## src/rtl/counter_pkg.sv

```systemverilog
// ----------------------------------------------------------------------------
// counter_pkg
// Shared encodings and helpers for the synchronous up/down counter.
//   DIR_UP / DIR_DN     : encodings of the up_dn input
//   MODE_WRAP / MODE_SAT: encodings of the sat input
//   step_act_e          : what a prescaler tick does to the counter value
//   step_action()       : picks the step action from direction, mode and bounds
//   is_boundary()       : true when a tick in this direction hits the bound
// ----------------------------------------------------------------------------
package counter_pkg;

    localparam logic DIR_UP    = 1'b1;
    localparam logic DIR_DN    = 1'b0;

    localparam logic MODE_WRAP = 1'b0;
    localparam logic MODE_SAT  = 1'b1;

    typedef enum logic [2:0] {
        ACT_HOLD    = 3'd0,
        ACT_INC     = 3'd1,
        ACT_DEC     = 3'd2,
        ACT_TO_ZERO = 3'd3,
        ACT_TO_MAX  = 3'd4
    } step_act_e;

    // A tick sitting on the bound in the current direction either wraps to
    // the opposite end or holds, depending on the boundary mode.
    function automatic step_act_e step_action(
        input logic up_dn,
        input logic sat,
        input logic at_max,
        input logic at_zero
    );
        step_act_e act;
        act = ACT_HOLD;
        if (up_dn == DIR_UP) begin
            if (!at_max)
                act = ACT_INC;
            else if (sat == MODE_WRAP)
                act = ACT_TO_ZERO;
            else
                act = ACT_HOLD;
        end else begin
            if (!at_zero)
                act = ACT_DEC;
            else if (sat == MODE_WRAP)
                act = ACT_TO_MAX;
            else
                act = ACT_HOLD;
        end
        return act;
    endfunction

    function automatic logic is_boundary(
        input logic up_dn,
        input logic at_max,
        input logic at_zero
    );
        return (up_dn == DIR_UP) ? at_max : at_zero;
    endfunction

endpackage

```

## src/rtl/count_prescaler.sv

```systemverilog
// ----------------------------------------------------------------------------
// count_prescaler
// Divides enabled cycles down to counter ticks: one tick per prescale+1
// enabled cycles.
//   clk      in  : system clock
//   rst      in  : synchronous active-high reset
//   en       in  : enable; pre_cnt only advances while high
//   restart  in  : discards the partial count (counter clear or load)
//   prescale in  : compare value, PRE_W bits
//   tick     out : combinational tick strobe consumed by the counter step
// ----------------------------------------------------------------------------
module count_prescaler #(
    parameter int PRE_W = 8
) (
    input  logic             clk,
    input  logic             rst,
    input  logic             en,
    input  logic             restart,
    input  logic [PRE_W-1:0] prescale,
    output logic             tick
);

    logic [PRE_W-1:0] pre_cnt;

    // >= rather than == so that lowering prescale below the running count
    // produces a tick immediately instead of running the count all the way
    // around.
    assign tick = en && (pre_cnt >= prescale);

    always_ff @(posedge clk) begin
        if (rst) begin
            pre_cnt <= '0;
        end else if (restart) begin
            pre_cnt <= '0;
        end else if (tick) begin
            pre_cnt <= '0;
        end else if (en) begin
            pre_cnt <= pre_cnt + PRE_W'(1);
        end
    end

endmodule

```

## src/rtl/sync_updown_counter.sv

```systemverilog
// ----------------------------------------------------------------------------
// sync_updown_counter
// Synchronous event/timebase counter over 0..MAX_VAL with direction, wrap or
// saturate at the bounds, parallel load, clear, prescaler, terminal-count
// pulse and sticky overflow flag. Every output is a flop on clk.
//   clk      in  : system clock
//   rst      in  : synchronous active-high reset
//   en       in  : count enable (gates the prescaler)
//   clr      in  : synchronous clear of q, prescaler, tc and ovf
//   load     in  : parallel load strobe (works with en low)
//   load_val in  : load value, clamped to MAX_VAL
//   up_dn    in  : 1 = up, 0 = down
//   sat      in  : 1 = saturate at the bounds, 0 = wrap
//   prescale in  : q advances once per prescale+1 enabled cycles
//   q        out : counter value
//   tc       out : one-cycle pulse after a tick that hit the bound
//   ovf      out : sticky bound-hit flag, cleared by rst or clr
// ----------------------------------------------------------------------------
module sync_updown_counter
    import counter_pkg::*;
#(
    parameter int WIDTH   = 4,
    parameter int MAX_VAL = 2**WIDTH - 1,
    parameter int PRE_W   = 8
) (
    input  logic             clk,
    input  logic             rst,
    input  logic             en,
    input  logic             clr,
    input  logic             load,
    input  logic [WIDTH-1:0] load_val,
    input  logic             up_dn,
    input  logic             sat,
    input  logic [PRE_W-1:0] prescale,
    output logic [WIDTH-1:0] q,
    output logic             tc,
    output logic             ovf
);

    generate
        if (WIDTH < 1 || WIDTH > 31) begin : g_bad_width
            $error("sync_updown_counter: WIDTH must be in 1..31");
        end
        if (MAX_VAL < 1 || MAX_VAL > (2**WIDTH) - 1) begin : g_bad_max
            $error("sync_updown_counter: MAX_VAL must be in 1..2**WIDTH-1");
        end
    endgenerate

    localparam logic [WIDTH-1:0] MAX_Q = WIDTH'(MAX_VAL);

    logic             tick;
    logic             restart;
    logic             at_max;
    logic             at_zero;
    logic             hit;
    step_act_e        act;
    logic [WIDTH-1:0] q_step;
    logic [WIDTH-1:0] q_load;

    // A load also restarts the prescaler so the first period after a load is
    // a full one.
    assign restart = clr | load;

    count_prescaler #(
        .PRE_W (PRE_W)
    ) u_prescaler (
        .clk      (clk),
        .rst      (rst),
        .en       (en),
        .restart  (restart),
        .prescale (prescale),
        .tick     (tick)
    );

    always_comb begin
        at_max  = (q == MAX_Q);
        at_zero = (q == '0);
        act     = step_action(up_dn, sat, at_max, at_zero);
        hit     = tick && is_boundary(up_dn, at_max, at_zero);

        q_step = q;
        case (act)
            ACT_INC:     q_step = q + WIDTH'(1);
            ACT_DEC:     q_step = q - WIDTH'(1);
            ACT_TO_ZERO: q_step = '0;
            ACT_TO_MAX:  q_step = MAX_Q;
            default:     q_step = q;
        endcase

        // Clamping on load keeps q inside 0..MAX_VAL, so the step logic
        // never has to handle an out-of-range value.
        q_load = (load_val > MAX_Q) ? MAX_Q : load_val;
    end

    always_ff @(posedge clk) begin
        if (rst) begin
            q   <= '0;
            tc  <= 1'b0;
            ovf <= 1'b0;
        end else if (clr) begin
            q   <= '0;
            tc  <= 1'b0;
            ovf <= 1'b0;
        end else if (load) begin
            q   <= q_load;
            tc  <= 1'b0;
        end else if (tick) begin
            q   <= q_step;
            tc  <= hit;
            if (hit) begin
                ovf <= 1'b1;
            end
        end else begin
            tc  <= 1'b0;
        end
    end

endmodule

```

## config.mk

```make
export PLATFORM = sky130hd
export DESIGN_NAME = sync_updown_counter
export DESIGN_NICKNAME = d
export VERILOG_FILES = /design/src/rtl/counter_pkg.sv /design/src/rtl/count_prescaler.sv /design/src/rtl/sync_updown_counter.sv
export SDC_FILE = /design/constraint.sdc
export NUM_CORES = 1
export LEC_CHECK = 0
export CAP_MARGIN = 10
export CORE_ASPECT_RATIO = 1.5
export CORE_MARGIN = 4
export CORE_UTILIZATION = 50
export CTS_BUF_LIST = sky130_fd_sc_hd__clkbuf_2 sky130_fd_sc_hd__clkbuf_4 sky130_fd_sc_hd__clkbuf_8
export DETAILED_ROUTE_END_ITERATION = 12
export PLACE_DENSITY = 0.79
export RECOVER_POWER = 50
export SLEW_MARGIN = 40
export SYNTH_ARGS = -nofsm -noshare
export SYNTH_HDL_FRONTEND = slang
export SYNTH_SLANG_ARGS = --single-unit
```

## constraint.sdc

```tcl
create_clock -name clk -period 2.2 [get_ports clk]
set_clock_uncertainty 0.05 [all_clocks]
set_input_delay 0.44 -clock clk [delete_from_list [all_inputs] [get_ports clk]]
set_output_delay 0.44 -clock clk [all_outputs]
set_load 0.02 [all_outputs]
```

After elaboration in Yosys (flattened, before gate mapping)
Index checks and enable logic that the tools add are counted.
{"block": "word_totals", "register_bits": 14, "inputBits": 19, "elab_cells": 37, "output_inout_bits": 6}
{"block": "classes", "n_reduce_logical": 10, "n_eq_ne": 5, "bitwise_logic": 3, "add_sub_neg": 3, "order_cmp": 2, "muxes": 10}
{"operator": "$pmux W4 S4", "count": 1}
{"operator": "$mux W3", "count": 4}
{"operator": "$mux W4", "count": 3}
{"operator": "$add A8 B1 Y8 const B", "count": 1}
{"operator": "$ge A8 B8 Y1", "count": 1}
{"operator": "$eq A3 B2 Y1 const B", "count": 2}
{"operator": "$reduce_bool A5 Y1", "count": 1}
{"operator": "$add A4 B1 Y4 const B", "count": 1}
{"operator": "$eq A4 B4 Y1 const B", "count": 1}
{"operator": "$gt A4 B4 Y1 const B", "count": 1}
{"operator": "$logic_not A4 Y1", "count": 1}
{"operator": "$reduce_or A4 Y1", "count": 1}
{"operator": "$sub A4 B1 Y4 const B", "count": 1}
{"operator": "$eq A3 B1 Y1 const B", "count": 1}
{"operator": "$eq A3 B3 Y1 const B", "count": 1}
{"operator": "$reduce_and A3 Y1", "count": 1}
{"operator": "$reduce_or A3 Y1", "count": 1}
{"operator": "$logic_and A1 B1 Y1", "count": 2}
{"operator": "$mux W2", "count": 1}
{"operator": "$not A1 Y1", "count": 2}
{"operator": "$reduce_and A2 Y1", "count": 1}
{"operator": "$reduce_bool A2 Y1", "count": 1}
{"operator": "$reduce_or A2 Y1", "count": 1}
{"operator": "$mux W1", "count": 1}
{"operator": "$or A1 B1 Y1", "count": 1}

Longest topological paths before layout
{"block": "depth", "depth_word": 7, "depth_mapped": 9, "ltp_nobuf": 8}

Modules after synthesis
Synthesis repeated with hierarchy kept, for this count alone.
{"block": "unflattened", "cells_unflattened": 121, "hier_area_um2": 1139.8}
{"module": "count_prescaler", "cells_each": 64, "instances": 1, "area_per_inst_um2": 624.3}
{"module": "sync_updown_counter", "cells_each": 57, "instances": 1, "area_per_inst_um2": 515.5}

Least setup slack after synthesis
OpenSTA, ideal clock, no wires.
{"block": "synth_path", "path_kind": "reg2reg", "startpoint": "register q[1]", "endpoint": "register q[1]", "arrival_ps": 1868, "slack_ps": 160, "stages_incl_launch_ff": 7, "setup_time_ps": 122, "period_less_slack_ps": 2040, "path_cell_list": "dfxtp_1 > or2_2 > o21ai_0 > ha_1 > a21boi_0 > o311a_1 > a311o_1"}
{"block": "synth_between", "elab_chain_cells": 7, "elab_cells_between_ends": 16}
{"item": "start, declared", "line_no": "sync_updown_counter.sv:35", "source": "output logic [WIDTH-1:0] q,"}
{"item": "start signal, assigned", "line_no": "sync_updown_counter.sv:105", "source": "q <= q_load;"}
{"item": "start signal, assigned", "line_no": "sync_updown_counter.sv:108", "source": "q <= q_step;"}
{"item": "$eq A4 B4 Y1 or $logic_not A4 Y1 (tied branches)", "line_no": "sync_updown_counter.sv:76, sync_updown_counter.sv:77"}
{"item": "$mux W3 (on tied branches)", "line_no": "counter_pkg.sv:37, counter_pkg.sv:44"}
{"item": "$mux W3", "line_no": "counter_pkg.sv:36", "source": "if (up_dn == DIR_UP) begin"}
{"item": "$eq A3 B3 Y1, or another cell as far along", "line_no": "sync_updown_counter.sv:82", "source": "case (act)"}
{"item": "$pmux W4 S4", "line_no": "sync_updown_counter.sv:82"}
{"item": "$mux W4", "line_no": "sync_updown_counter.sv:107", "source": "end else if (tick) begin"}
{"item": "$mux W4", "line_no": "sync_updown_counter.sv:104", "source": "end else if (load) begin"}
Several ways; a longest one is shown, not always the timed one. The select of a mux whose other input is x is not followed.
A chain may end at the register's enable or synchronous reset.

Final worst setup path
{"block": "layout_path", "startpoint": "input prescale[7]", "endpoint": "register q[1]"}
{"block": "layout_between", "elab_chain_cells": 4}
{"item": "start, declared", "line_no": "sync_updown_counter.sv:34", "source": "input logic [PRE_W-1:0] prescale,"}
{"item": "$ge A8 B8 Y1", "line_no": "count_prescaler.sv:28", "source": "assign tick = en && (pre_cnt >= prescale);"}
{"item": "$logic_and A1 B1 Y1", "line_no": "count_prescaler.sv:28"}
{"item": "$reduce_bool A2 Y1 (no line)"}
{"item": "$reduce_and A2 Y1 (no line)"}
Every way passes these cells.

==> out/qor.csv <==
stage,metric,value,unit
status,status,finished clean,
finish,antenna cell count,0,
grt,pin count of the biggest net entering global routing,11,
power,Clock power frac,31.8,%
critical_path,kind of end point of the critical path,register,
logic_synthesis,top-area cell type share of the netlist area,28.79,%
placement,Placer Congestion,0.8906,
clock_tree,CTS tree,yes,
clock_tree,Clock Path Buffers,2,
job,MaxCap Viol Count,0,
floorplan,Starting Density,52.50,%
logic_synthesis,dominant cell type by area after synthesis,dfxtp_1,
grt,vias in the first global route,996,
sta,Least-Margin Pin Slew,0.3790,ns
logic_synthesis,largest cells by area after synthesis,"dfxtp_1 (29%), ha_1 (13%), xor2_1 (5.4%)",
sta,Worst slew margin,74.70,%
clock_tree,clk_lat worst skew,0.28,ns
logic_synthesis,Synth Net Count,146,
power,Max IR drop VDD,0.3721,mV
route,Iter 0 DRT Violations,31,
clock_tree,CTS root buffer,clkbuf_4,
floorplan,Die ar.,2731,sq um
critical_path,WS Path Type,in2reg,
critical_path,Crit path buffers/inverters,2,
logic_synthesis,Netlist Area Pre-Place,973.4,sq um
floorplan,Core Region,1854,sq um
route,routed wire length per instance,14.11,um
power,leak pwr,0.6397,nW
finish,FF/Latch Area,280.3,sq um
sta,final count of hold timing violations,0,
finish,Filler cells,135,
placement,port bufs,24,
finish,area delta synth->final,49.87,%
finish,end-of-flow core utilization,78.68,%
logic_synthesis,Post-synth EDFFs,0,
critical_path,worst-path fanout max,6,
clock_tree,Worst-path clk slew,0.08,ns
placement,dpl hpwl,1983,um
logic_synthesis,Post-synth ARST share,0,%
sta,Tmin final,2.177,ns
sta,Setup-failing EPs final,0,
logic_synthesis,post-synth cell types,34,
floorplan,Core Rows,19,
floorplan,die width,44.03,um
logic_synthesis,sequential cell area fraction in the yosys report,28.79,%
logic_synthesis,Synth Instances,117,
logic_synthesis,Seq cells post-synth,14,
finish,"most common cell after layout, fill and taps aside",buf_4,
clock_tree,clock buffer count from CTS,3,
power,power per cell area,395.2,nW/um^2
finish,Finished Layout Cells,181,
floorplan,die span in y,62.04,um
critical_path,CP peak stage delay,0.46,ns
critical_path,Startpoint Class,input pin,
logic_synthesis,synthesized area per cell,8.320,sq um
route,"wirelength, routed",2554,um
critical_path,Crit path max-delay family,compound AO/OA/AOI/OAI gates,
power,Seq pwr share,45.4,%
sta,unrepaired setup endpoints after global routing,yes,
floorplan,IO Count,25,
critical_path,CP Cell Sequence,"clkdlybuf4s50_1, inv_1, ha_4, a211oi_2, o21ai_2, a41oi_2, a211oi_4, o311a_1, a311o_1",
logic_synthesis,YS warnings,0,
clock_tree,clock sink total,14,
logic_synthesis,ys flop type,dfxtp_1,
sta,"Slew Viols, Final",0,
sta,Final period util,98.94,%
power,combinational power share,22.8,%
worst_hold_path,HP Class,reg2reg,
sta,f_max,459.4,MHz
grt,GRT Util Overall,20.26,%
grt,global-route wire length before repair,4057,um
critical_path,arrival time at the worst endpoint,2.30,ns
grt,initial antenna violation count,0,
power,Switch Pwr,0.1459,mW
clock_tree,H-tree level count,1,
finish,combined area of the multi-input logic cells,699.4,sq um
route,Antenna Nets Post-Route,0,
finish,ratio of cells with drive above 1 in the final layout,23.75,%
power,switching share of total power,25.30,%
critical_path,Worst Path Required,2.32,ns
placement,Placed Instances,177,
grt,total gr overflow,0,
clock_tree,hold-fix buffer count after cts,0,
power,Cell Int Power,0.4307,mW
route,DR vias,999,
finish,"commonest cells after routing, fill and taps aside","buf_4 (17), clkdlybuf4s50_1 (15), dfxtp_1 (14), nor2_1 (13)",
critical_path,slowest CP cell,clkdlybuf4s50_1,
finish,Total Nets Final,190,
route,DR pass1 iterations,4,
route,# DRC,0,
route,Vias/cell,5.519,
## cell usage after synthesis (all sizes together), types with 2 or more instances
cell,n
a211oi,2
a21oi,5
a31oi,2
and3,3
buf,2
dfxtp,14
ha,10
inv,11
mux2i,2
nand2,9
nand3,2
nand4,3
nor2,13
nor3,7
o21a,3
o21ai,9
or3,2
xnor2,2
xor2,6
## worst reg2reg max path, stage by stage (launching register included)
cell and delay (ns):
dfxtp_1 0.38, ha_4 0.29, nand2_1 0.06, o21ai_2 0.17, a41oi_2 0.17, a211oi_4 0.37, buf_4 0.19, xnor2_2 0.11
a21oi_2 0.08
## final timing paths
path	slack, ns	to	from	cells past startpoint
min reg2reg	0.48	ovf	ovf	2
min	0.48	ovf	ovf	2
max	0.02	q[1]	prescale[7]	9
max reg2reg	0.23	q[0]	u_prescaler.pre_cnt[2]	8
## layer usage
metal	up-vias	GRT usage [%]	share of wire (%)
met3	10	3.458	4.3
met1	447	19.69	39
met2	41	38.33	53
li1	501	-	-
met5	-	0	0
met4	0	13.79	3.6
## what timing repair did
| item | 4_1_cts | 5_1_grt |
|---|---|---|
| setup buffers | 0 | 0 |
| hold endpoints to repair | 0 | 0 |
| pin swaps | 1 | 10 |
| endpoints found under the setup margin | 2 | 11 |
| gates resized for setup | 2 | 14 |
## kinds of logic after synthesis
group                      count (synthesis)  synth area share (%)
muxes                                      2                 2.057
AOI/OAI and AO/OA                         28                 21.98
xor gates and xnor gates                   8                 7.198
and+or+nand+nor                           42                 21.21
DFF                                       14                 28.79
buffers and inverters                     13                 5.912
adders and majority gates                 10                 12.85
## sequential cells by signal, summed over array words and instances (netlist names)
name and cells:
ovf 1, tc 1, u_prescaler.pre_cnt 8, q 4
## per-stage QoR
stage | worst slack (ns) | TNS (ns) | area [sq um] | total power [mW] | hold WS, ns
2_1_floorplan | 0.1602 | 0 | 973.4 | 0.3227 | 0.4330
3_3_place_gp | -0.2939 | -2.908 | 1351 | 0.3889 | 0.4614
3_5_place_dp | -0.3684 | -3.387 | 1351 | 0.3936 | 0.4568
4_1_cts | 0.01261 | 0 | 1391 | 0.5799 | 0.4814
5_1_grt | -0.08953 | -0.2480 | 1459 | 0.6070 | 0.5389
6_report | 0.02327 | 0 | 1459 | 0.5765 | 0.4810
## power groups by stage
stage / sequential (mW) / clock, mW / combinational (mW)
floorplan: 0.270 / 0 / 0.0528
CTS: 0.262 / 0.191 / 0.128
global placement: 0.267 / 0 / 0.122
finish: 0.262 / 0.183 / 0.131
detailed placement: 0.268 / 0 / 0.126
global route: 0.263 / 0.202 / 0.142
## cell type report
| class | count | share of cell area (%) |
|---|---|---|
| Sequential cell | 14 | 19.21 |
| Tap cell | 21 | 1.801 |
| Clock buffer | 4 | 2.487 |
| Multi-Input combinational cell | 90 | 47.94 |
| Timing Repair Buffer | 41 | 25.73 |
| Inverter | 11 | 2.830 |
(Power assumes the default switching activity.)
